**config.mk**
```make
export PLATFORM = sky130hd
export DESIGN_NAME = qupls_rename_stage_flat
export DESIGN_NICKNAME = d
export VERILOG_FILES = /design/src/rtl/qupls_rename_pkg.sv /design/src/rtl/qupls_rename_if.sv /design/src/rtl/qupls_rename_freelist.sv /design/src/rtl/qupls_rename_stage.sv /design/src/flat_wrapper.sv
export SDC_FILE = /design/constraint.sdc
export NUM_CORES = 2
export LEC_CHECK = 0
export BUFFER_PORTS_ARGS = -buffer_cell sky130_fd_sc_hd__buf_4
export CORE_MARGIN = 1.5
export CORE_UTILIZATION = 45
export CTS_BUF_LIST = sky130_fd_sc_hd__clkbuf_4 sky130_fd_sc_hd__clkbuf_8
export DETAILED_ROUTE_END_ITERATION = 10
export PLACE_DENSITY = 0.71
export SETUP_SLACK_MARGIN = 0.2
export SLEW_MARGIN = 20
export SYNTH_ARGS = -nofsm -noshare
export SYNTH_HDL_FRONTEND = slang
export SYNTH_SLANG_ARGS = --single-unit
```
**constraint.sdc**
```tcl
create_clock -name clk -period 66.7 [get_ports clk]
set_clock_uncertainty 0.15 [all_clocks]
set_input_delay 13.34 -clock clk [delete_from_list [all_inputs] [get_ports clk]]
set_output_delay 13.34 -clock clk [all_outputs]
set_load 0.05 [all_outputs]
```
**src/rtl/qupls_rename_pkg.sv**
```systemverilog
// Shared types and sizes for the register rename stage.
// Optional feature macro: QUPLS_RENAME_PERF_EN (see qupls_rename_stage).
package qupls_rename_pkg;

    localparam int AREGS    = 64;
    localparam int PREGS    = 128;
    localparam int FL_DEPTH = PREGS - AREGS;
    localparam int AW       = $clog2(AREGS);
    localparam int PW       = $clog2(PREGS);
    localparam int FW       = $clog2(FL_DEPTH);

    typedef logic [8:0]    aregno_t;
    typedef logic [PW-1:0] pregno_t;
    typedef logic [AW-1:0] aidx_t;
    typedef logic [FW:0]   flptr_t;

    typedef struct packed {
        pregno_t pRa;
        pregno_t pRb;
        pregno_t pRc;
        pregno_t pRt;
        pregno_t pRtOld;
        aregno_t aRt;
        logic    has_dst;
    } rename_out_t;

endpackage

```
**src/rtl/qupls_rename_if.sv**
```systemverilog
// Decode-in / rename-out handshake plus commit and flush.
// master drives instructions and commits, slave is the rename stage.
interface qupls_rename_if;
    import qupls_rename_pkg::*;

    logic    in_v;
    logic    in_rdy;
    aregno_t in_aRa;
    aregno_t in_aRb;
    aregno_t in_aRc;
    aregno_t in_aRt;
    logic    in_Raz;
    logic    in_Rbz;
    logic    in_Rcz;
    logic    in_Rtz;

    logic    out_v;
    logic    out_rdy;
    pregno_t out_pRa;
    pregno_t out_pRb;
    pregno_t out_pRc;
    pregno_t out_pRt;
    pregno_t out_pRtOld;
    aregno_t out_aRt;
    logic    out_has_dst;

    logic    cmt_v;
    logic    cmt_has_dst;
    aregno_t cmt_aRt;
    pregno_t cmt_pRt;
    pregno_t cmt_pRtOld;
    logic    flush;

    modport master (
        output in_v, in_aRa, in_aRb, in_aRc, in_aRt,
        output in_Raz, in_Rbz, in_Rcz, in_Rtz,
        input  in_rdy,
        input  out_v, out_pRa, out_pRb, out_pRc,
        input  out_pRt, out_pRtOld, out_aRt, out_has_dst,
        output out_rdy,
        output cmt_v, cmt_has_dst, cmt_aRt, cmt_pRt, cmt_pRtOld,
        output flush
    );

    modport slave (
        input  in_v, in_aRa, in_aRb, in_aRc, in_aRt,
        input  in_Raz, in_Rbz, in_Rcz, in_Rtz,
        output in_rdy,
        output out_v, out_pRa, out_pRb, out_pRc,
        output out_pRt, out_pRtOld, out_aRt, out_has_dst,
        input  out_rdy,
        input  cmt_v, cmt_has_dst, cmt_aRt, cmt_pRt, cmt_pRtOld,
        input  flush
    );

endinterface

```
**src/rtl/qupls_rename_freelist.sv**
```systemverilog
// Circular physical-register free list with speculative alloc head,
// committed head and tail; flush rewinds alloc head to the committed head.
module qupls_rename_freelist
    import qupls_rename_pkg::*;
(
    input  logic    clk,
    input  logic    rst,
    input  logic    pop,
    input  logic    push,
    input  pregno_t push_preg,
    input  logic    cmt_adv,
    input  logic    flush,
    output pregno_t alloc_preg,
    output flptr_t  count
);

    pregno_t mem [FL_DEPTH];
    flptr_t  alloc_head;
    flptr_t  commit_head;
    flptr_t  tail;
    logic    full;
    logic    do_push;

    assign count      = tail - alloc_head;
    assign full       = count == flptr_t'(FL_DEPTH);
    assign do_push    = push & ~full;
    assign alloc_preg = mem[alloc_head[FW-1:0]];

    // Storage: preload the non-architectural registers, append freed ones
    always_ff @(posedge clk or posedge rst) begin
        if (rst) begin
            for (int i = 0; i < FL_DEPTH; i++)
                mem[i] <= pregno_t'(AREGS + i);
        end else if (do_push) begin
            mem[tail[FW-1:0]] <= push_preg;
        end
    end

    // Pointers: a same-cycle commit counts toward the flush restore point
    always_ff @(posedge clk or posedge rst) begin
        if (rst) begin
            alloc_head  <= '0;
            commit_head <= '0;
            tail        <= flptr_t'(FL_DEPTH);
        end else begin
            if (do_push)
                tail <= tail + 1'b1;
            if (cmt_adv)
                commit_head <= commit_head + 1'b1;
            if (flush)
                alloc_head <= commit_head + flptr_t'(cmt_adv);
            else if (pop)
                alloc_head <= alloc_head + 1'b1;
        end
    end

`ifndef SYNTHESIS
    // A push into a full list means a register was freed twice
    a_no_overflow: assert property (
        @(posedge clk) disable iff (rst) !(push && full)
    );
`endif

endmodule

```
**src/rtl/qupls_rename_stage.sv**
```systemverilog
// Register rename: speculative and committed RATs plus free list.
// Define QUPLS_RENAME_PERF_EN to add the stall_cnt empty-list counter.
module qupls_rename_stage
    import qupls_rename_pkg::*;
(
    input  logic clk,
    input  logic rst,
    qupls_rename_if.slave rn
`ifdef QUPLS_RENAME_PERF_EN
    ,
    output logic [31:0] stall_cnt
`endif
);

    pregno_t     spec_rat [AREGS];
    pregno_t     cmt_rat  [AREGS];
    rename_out_t out_q;
    rename_out_t out_d;
    logic        out_v_q;
    pregno_t     fl_preg;
    flptr_t      fl_count;
    logic        fl_empty;
    logic        dst;
    logic        accept;
    logic        alloc;
    logic        cmt_we;
    logic        cmt_free;
    aidx_t       ra, rb, rc, ta, ca;
    logic        unused_hi;

    assign ra = rn.in_aRa[AW-1:0];
    assign rb = rn.in_aRb[AW-1:0];
    assign rc = rn.in_aRc[AW-1:0];
    assign ta = rn.in_aRt[AW-1:0];
    assign ca = rn.cmt_aRt[AW-1:0];

    assign unused_hi = ^{rn.in_aRa[8:AW], rn.in_aRb[8:AW],
                         rn.in_aRc[8:AW], rn.cmt_aRt[8:AW]};

    assign dst      = ~rn.in_Rtz;
    assign fl_empty = fl_count == '0;
    assign rn.in_rdy = ~rst & ~rn.flush
                     & (~out_v_q | rn.out_rdy)
                     & ~(dst & fl_empty);
    assign accept   = rn.in_v & rn.in_rdy;
    assign alloc    = accept & dst;
    assign cmt_we   = rn.cmt_v & rn.cmt_has_dst;
    assign cmt_free = cmt_we & (rn.cmt_pRtOld != '0);

    qupls_rename_freelist u_fl (
        .clk        (clk),
        .rst        (rst),
        .pop        (alloc),
        .push       (cmt_free),
        .push_preg  (rn.cmt_pRtOld),
        .cmt_adv    (cmt_we),
        .flush      (rn.flush),
        .alloc_preg (fl_preg),
        .count      (fl_count)
    );

    // Rename from the map as it stands before this edge's write
    always_comb begin
        out_d         = '0;
        out_d.pRa     = rn.in_Raz ? '0 : spec_rat[ra];
        out_d.pRb     = rn.in_Rbz ? '0 : spec_rat[rb];
        out_d.pRc     = rn.in_Rcz ? '0 : spec_rat[rc];
        out_d.aRt     = rn.in_aRt;
        out_d.has_dst = dst;
        if (dst) begin
            out_d.pRt    = fl_preg;
            out_d.pRtOld = spec_rat[ta];
        end
    end

    // Output register: load on accept, drain when taken, kill on flush
    always_ff @(posedge clk or posedge rst) begin
        if (rst) begin
            out_q   <= '0;
            out_v_q <= 1'b0;
        end else if (rn.flush) begin
            out_v_q <= 1'b0;
        end else if (accept) begin
            out_q   <= out_d;
            out_v_q <= 1'b1;
        end else if (rn.out_rdy) begin
            out_v_q <= 1'b0;
        end
    end

    // Speculative map: reload from committed map on flush
    always_ff @(posedge clk or posedge rst) begin
        if (rst) begin
            for (int i = 0; i < AREGS; i++)
                spec_rat[i] <= pregno_t'(i);
        end else if (rn.flush) begin
            for (int i = 0; i < AREGS; i++)
                spec_rat[i] <= (cmt_we && ca == aidx_t'(i))
                             ? rn.cmt_pRt : cmt_rat[i];
        end else if (alloc) begin
            spec_rat[ta] <= fl_preg;
        end
    end

    // Committed map follows retirement
    always_ff @(posedge clk or posedge rst) begin
        if (rst) begin
            for (int i = 0; i < AREGS; i++)
                cmt_rat[i] <= pregno_t'(i);
        end else if (cmt_we) begin
            cmt_rat[ca] <= rn.cmt_pRt;
        end
    end

    assign rn.out_v       = out_v_q;
    assign rn.out_pRa     = out_q.pRa;
    assign rn.out_pRb     = out_q.pRb;
    assign rn.out_pRc     = out_q.pRc;
    assign rn.out_pRt     = out_q.pRt;
    assign rn.out_pRtOld  = out_q.pRtOld;
    assign rn.out_aRt     = out_q.aRt;
    assign rn.out_has_dst = out_q.has_dst;

`ifdef QUPLS_RENAME_PERF_EN
    logic stall_ev;
    assign stall_ev = rn.in_v & dst & fl_empty & ~rn.flush;

    // Cycles lost to an empty free list, saturating
    always_ff @(posedge clk or posedge rst) begin
        if (rst)
            stall_cnt <= '0;
        else if (stall_ev && stall_cnt != '1)
            stall_cnt <= stall_cnt + 1'b1;
    end
`endif

endmodule

```
**src/flat_wrapper.sv**
```systemverilog
// flat-port wrapper written by rule: the top's interface ports become plain ports
module qupls_rename_stage_flat import qupls_rename_pkg::*;
  (clk, rst, rn_in_v, rn_in_aRa, rn_in_aRb, rn_in_aRc, rn_in_aRt, rn_in_Raz, rn_in_Rbz, rn_in_Rcz, rn_in_Rtz, rn_in_rdy, rn_out_v, rn_out_pRa, rn_out_pRb, rn_out_pRc, rn_out_pRt, rn_out_pRtOld, rn_out_aRt, rn_out_has_dst, rn_out_rdy, rn_cmt_v, rn_cmt_has_dst, rn_cmt_aRt, rn_cmt_pRt, rn_cmt_pRtOld, rn_flush);
  qupls_rename_if rn_i ();
  input  logic clk;
  input  logic rst;
  input wire logic [$bits(rn_i.in_v)-1:0] rn_in_v;
  input wire logic [$bits(rn_i.in_aRa)-1:0] rn_in_aRa;
  input wire logic [$bits(rn_i.in_aRb)-1:0] rn_in_aRb;
  input wire logic [$bits(rn_i.in_aRc)-1:0] rn_in_aRc;
  input wire logic [$bits(rn_i.in_aRt)-1:0] rn_in_aRt;
  input wire logic [$bits(rn_i.in_Raz)-1:0] rn_in_Raz;
  input wire logic [$bits(rn_i.in_Rbz)-1:0] rn_in_Rbz;
  input wire logic [$bits(rn_i.in_Rcz)-1:0] rn_in_Rcz;
  input wire logic [$bits(rn_i.in_Rtz)-1:0] rn_in_Rtz;
  output wire logic [$bits(rn_i.in_rdy)-1:0] rn_in_rdy;
  output wire logic [$bits(rn_i.out_v)-1:0] rn_out_v;
  output wire logic [$bits(rn_i.out_pRa)-1:0] rn_out_pRa;
  output wire logic [$bits(rn_i.out_pRb)-1:0] rn_out_pRb;
  output wire logic [$bits(rn_i.out_pRc)-1:0] rn_out_pRc;
  output wire logic [$bits(rn_i.out_pRt)-1:0] rn_out_pRt;
  output wire logic [$bits(rn_i.out_pRtOld)-1:0] rn_out_pRtOld;
  output wire logic [$bits(rn_i.out_aRt)-1:0] rn_out_aRt;
  output wire logic [$bits(rn_i.out_has_dst)-1:0] rn_out_has_dst;
  input wire logic [$bits(rn_i.out_rdy)-1:0] rn_out_rdy;
  input wire logic [$bits(rn_i.cmt_v)-1:0] rn_cmt_v;
  input wire logic [$bits(rn_i.cmt_has_dst)-1:0] rn_cmt_has_dst;
  input wire logic [$bits(rn_i.cmt_aRt)-1:0] rn_cmt_aRt;
  input wire logic [$bits(rn_i.cmt_pRt)-1:0] rn_cmt_pRt;
  input wire logic [$bits(rn_i.cmt_pRtOld)-1:0] rn_cmt_pRtOld;
  input wire logic [$bits(rn_i.flush)-1:0] rn_flush;
  assign rn_i.in_v = rn_in_v;
  assign rn_i.in_aRa = rn_in_aRa;
  assign rn_i.in_aRb = rn_in_aRb;
  assign rn_i.in_aRc = rn_in_aRc;
  assign rn_i.in_aRt = rn_in_aRt;
  assign rn_i.in_Raz = rn_in_Raz;
  assign rn_i.in_Rbz = rn_in_Rbz;
  assign rn_i.in_Rcz = rn_in_Rcz;
  assign rn_i.in_Rtz = rn_in_Rtz;
  assign rn_in_rdy = rn_i.in_rdy;
  assign rn_out_v = rn_i.out_v;
  assign rn_out_pRa = rn_i.out_pRa;
  assign rn_out_pRb = rn_i.out_pRb;
  assign rn_out_pRc = rn_i.out_pRc;
  assign rn_out_pRt = rn_i.out_pRt;
  assign rn_out_pRtOld = rn_i.out_pRtOld;
  assign rn_out_aRt = rn_i.out_aRt;
  assign rn_out_has_dst = rn_i.out_has_dst;
  assign rn_i.out_rdy = rn_out_rdy;
  assign rn_i.cmt_v = rn_cmt_v;
  assign rn_i.cmt_has_dst = rn_cmt_has_dst;
  assign rn_i.cmt_aRt = rn_cmt_aRt;
  assign rn_i.cmt_pRt = rn_cmt_pRt;
  assign rn_i.cmt_pRtOld = rn_cmt_pRtOld;
  assign rn_i.flush = rn_flush;
  qupls_rename_stage u_core (.clk(clk), .rst(rst), .rn(rn_i));
endmodule
```
==> summary.md <==
| Metric | Value |
|---|---|
| Slew Limit Fails | `0` |
| Die Y | `420.9 um` |
| Max_slew headroom | `6.848%` |
| Seq pwr share | `38.7%` |
| Post-Layout Cell Count | `8,739` |
| IO Count | `117` |
| Final ANT Viol Nets | `0` |
| Synth unique cells | `86` |
| Total Wirelength | `305,200 um` |
| Cell Rows | `153` |
| Clock group share of total power | `31.1%` |
| Worst-path clk slew | `60 ps` |
| Crit path DAT | `16,070 ps` |
| Max Cap Violations | `0` |
| Hold crit path type | `reg -> reg` |
| Die Area | `177,200 um2` |
| DRC violations left | `0` |
| PortBufs | `104` |
| Pre-CTS setup slack | `37,350 ps` |
| Clk Latency, worst-skew pair | `1060 ps` |
| Post-layout util | `50.00%` |
| Layout cells sized above 1 | `47.27%` |
| Nets | `6,261` |
| Total Power | `2.790 mW` |
| Global-route total usage across every layer | `33.78%` |
| Net Sw Frac | `38.29%` |
| Placed Area | `81,280 um2` |
| Number of register bits inferred by synthesis | `1,411` |
| Ys Warns | `0` |
| Root Buffer Master | `clkbuf_8` |
| Final setup viols | `0` |
| Remaining Overflow, GRT | `0` |
| P_int | `1.722 mW` |
| CTS tree | `done` |
| Vias in the first global route | `60,740` |
| Placed Cells | `8,265` |
| Hold bufs inserted after CTS | `0` |
| Design area | `86,810 um2` |
| Top FF cell, synth | `dfrtp_1` |
| Sequential fraction of the synthesis area | `45.95%` |
| Largest area contributor in the netlist | `dfrtp_1` |
| Commonest cells after routing, fill and taps aside | `mux2_2 (970), dfrtp_1 (768), dfstp_2 (641)` |
| Worst setup SP type | `primary input` |
| Core Region | `173,600 um2` |
| Max Freq | `33.83 MHz` |
| Worst slew pin tran | `1397 ps` |
| Iter 0 DRT Violations | `9,479` |
| H-tree Lvls | `4` |
| Peak supply drop | `0.04552 mV` |
| Comb pwr share | `30.3%` |
| CTS Buf Count | `231` |
| # Post-CTS Setup Buffers | `0` |
| Avg Vias per Cell | `7.054` |
| Avg Cell Area, Syn | `12.60 um2` |
| Count of final hold-check violations | `0` |
| Top-area cell type share of the netlist area | `24.52%` |
| Req. time, crit path | `53,210 ps` |
| Fin worst setup slack | `37,140 ps` |
| Setup TNS | `0 ps` |
| Post-CTS resize count | `0` |
| Post-DP HPWL | `198,500 um` |
| Area delta synth->final | `10.46%` |
| Syn Inst Count | `6,235` |
| Most common cell after layout, fill and taps aside | `mux2_2` |
| FFs w/ async S/R, synth | `100.0%` |
| First-pass GRT wire length | `436,800 um` |
| Crit path max fanout | `55` |
| Vias | `61,650` |
| Initial antenna violation count | `27` |
| Psw | `1.068 mW` |
| Status | `complete, no violations` |
| Pwr dens | `32.14 nW/um2` |
| Setup Crit Path Kind | `in -> out` |
| Crit. End Element | `primary output` |
| Largest net degree at the start of global routing | `181` |
| RSZ-0062 raised after global routing | `no` |
| Final worst path period share | `44.31%` |
| Syn_nets | `6,316` |
| Mapped cell area | `78,590 um2` |
| Hold Slack | `334.0 ps` |
| Leakage Power | `35.03 nW` |
| Starting Density | `45.26%` |
| Final Wtd Congestion | `1.051` |
| Synth area leaders | `dfrtp_1 (25%), dfstp_2 (21%), mux2_2 (14%), mux4_2 (13%), a221o_1 (3.0%)` |
| Final Critical Period | `29,560 ps` |
| Die width | `420.9 um` |
| DRT Pass-1 Iters | `8` |
| Number of flops mapped to enable cells by yosys | `0` |
| CTS sink cnt | `1,411` |
| Routed len/inst | `34.92 um` |
| Max clock buf depth | `3` |
[flip-flops by register name, indices dropped and copies added, names as in the netlist]
name,count
u_core.cmt_rat,448
u_core.spec_rat,448
u_core.u_fl.mem,448
u_core.rn.out_aRt,9
u_core.rn.out_pRa,7
u_core.rn.out_pRb,7
u_core.rn.out_pRc,7
u_core.rn.out_pRtOld,7
u_core.rn.out_pRt,7
u_core.u_fl.alloc_head,7
u_core.u_fl.commit_head,7
u_core.u_fl.tail,7
u_core.rn.out_has_dst,1
u_core.rn.out_v,1
[cell families after synthesis]
kind of cell,count (synthesis),share of synthesized area [%]
flip-flops,1411,45.95
AO/OA/AOI/OAI,1306,13.24
buffers and inverters,584,3.366
XOR/XNOR,26,0.2898
multiplexers,1525,28.10
AND/OR/NAND/NOR,1372,8.876
adder cells (fa/ha/maj),11,0.1751
[cells in the mapped netlist (41+ instances only)]
| cell | instances |
|---|---|
| mux2_2 | 970 |
| dfrtp_1 | 770 |
| dfstp_2 | 641 |
| mux4_2 | 448 |
| nand2_1 | 383 |
| clkbuf_1 | 352 |
| a22oi_1 | 286 |
| nor2_1 | 247 |
| and2_1 | 239 |
| a221o_1 | 234 |
| nor3_1 | 174 |
| a31oi_1 | 144 |
| buf_2 | 108 |
| mux2i_1 | 107 |
| a21oi_1 | 95 |
| o21ai_0 | 90 |
| a221oi_1 | 86 |
| a22o_1 | 76 |
| nand3_1 | 74 |
| o221ai_1 | 56 |
| nand3_2 | 55 |
| o22ai_1 | 54 |
| or2_2 | 52 |
| buf_1 | 41 |
[routing by layer]
layer / vias to the layer above / share of wire [%] / global-route usage, %
met5: - / 0.042 / 0.1075
met4: 18 / 7.6 / 22.14
met3: 1223 / 14 / 13.93
met2: 4629 / 42 / 48.10
met1: 31610 / 36 / 42.08
li1: 24170 / - / -
[worst max-delay path: stages]
cell      delay, ps
buf_8           200
inv_1           710
and3_1          660
a21boi_1        800
buf_4           330
[power by group through the flow]
stage	sequential [mW]	clock [mW]	combinational [mW]
finish	1.08	0.867	0.845
global route	1.09	0.913	0.851
CTS	1.07	0.875	0.804
detailed placement	1.09	0	0.802
global placement	1.08	0	0.791
floorplan	1.06	0	0.501
[layout make-up]
type                            instances  area (um2)
Antenna cell                           25       62.56
Clock inverter                         60       675.6
Fill cell                           15040       86820
Timing Repair Buffer                  268        2141
Sequential cell                      1411       36120
Clock buffer                          382        4701
Tap cell                             2325        2909
Inverter                               28       112.6
Multi-Input combinational cell       4240       40090
[final timing paths]
kind | from | end | slack (ps) | cells past startpoint
max in group asynchronous | rst | u_core.spec_rat[139] | 50480 | 6
hold / removal | u_core.rn.out_pRtOld[2] | u_core.rn.out_pRtOld[2] | 330 | 2
setup / recovery | rn_flush | rn_in_rdy | 37140 | 5
setup reg to reg | u_core.u_fl.alloc_head[1] | u_core.spec_rat[0] | 61490 | 10
hold reg to reg | u_core.rn.out_pRtOld[2] | u_core.rn.out_pRtOld[2] | 330 | 2
min in group asynchronous | rst | u_core.cmt_rat[332] | 12260 | 2
Note: power is estimated with default switching activity, not from simulation.
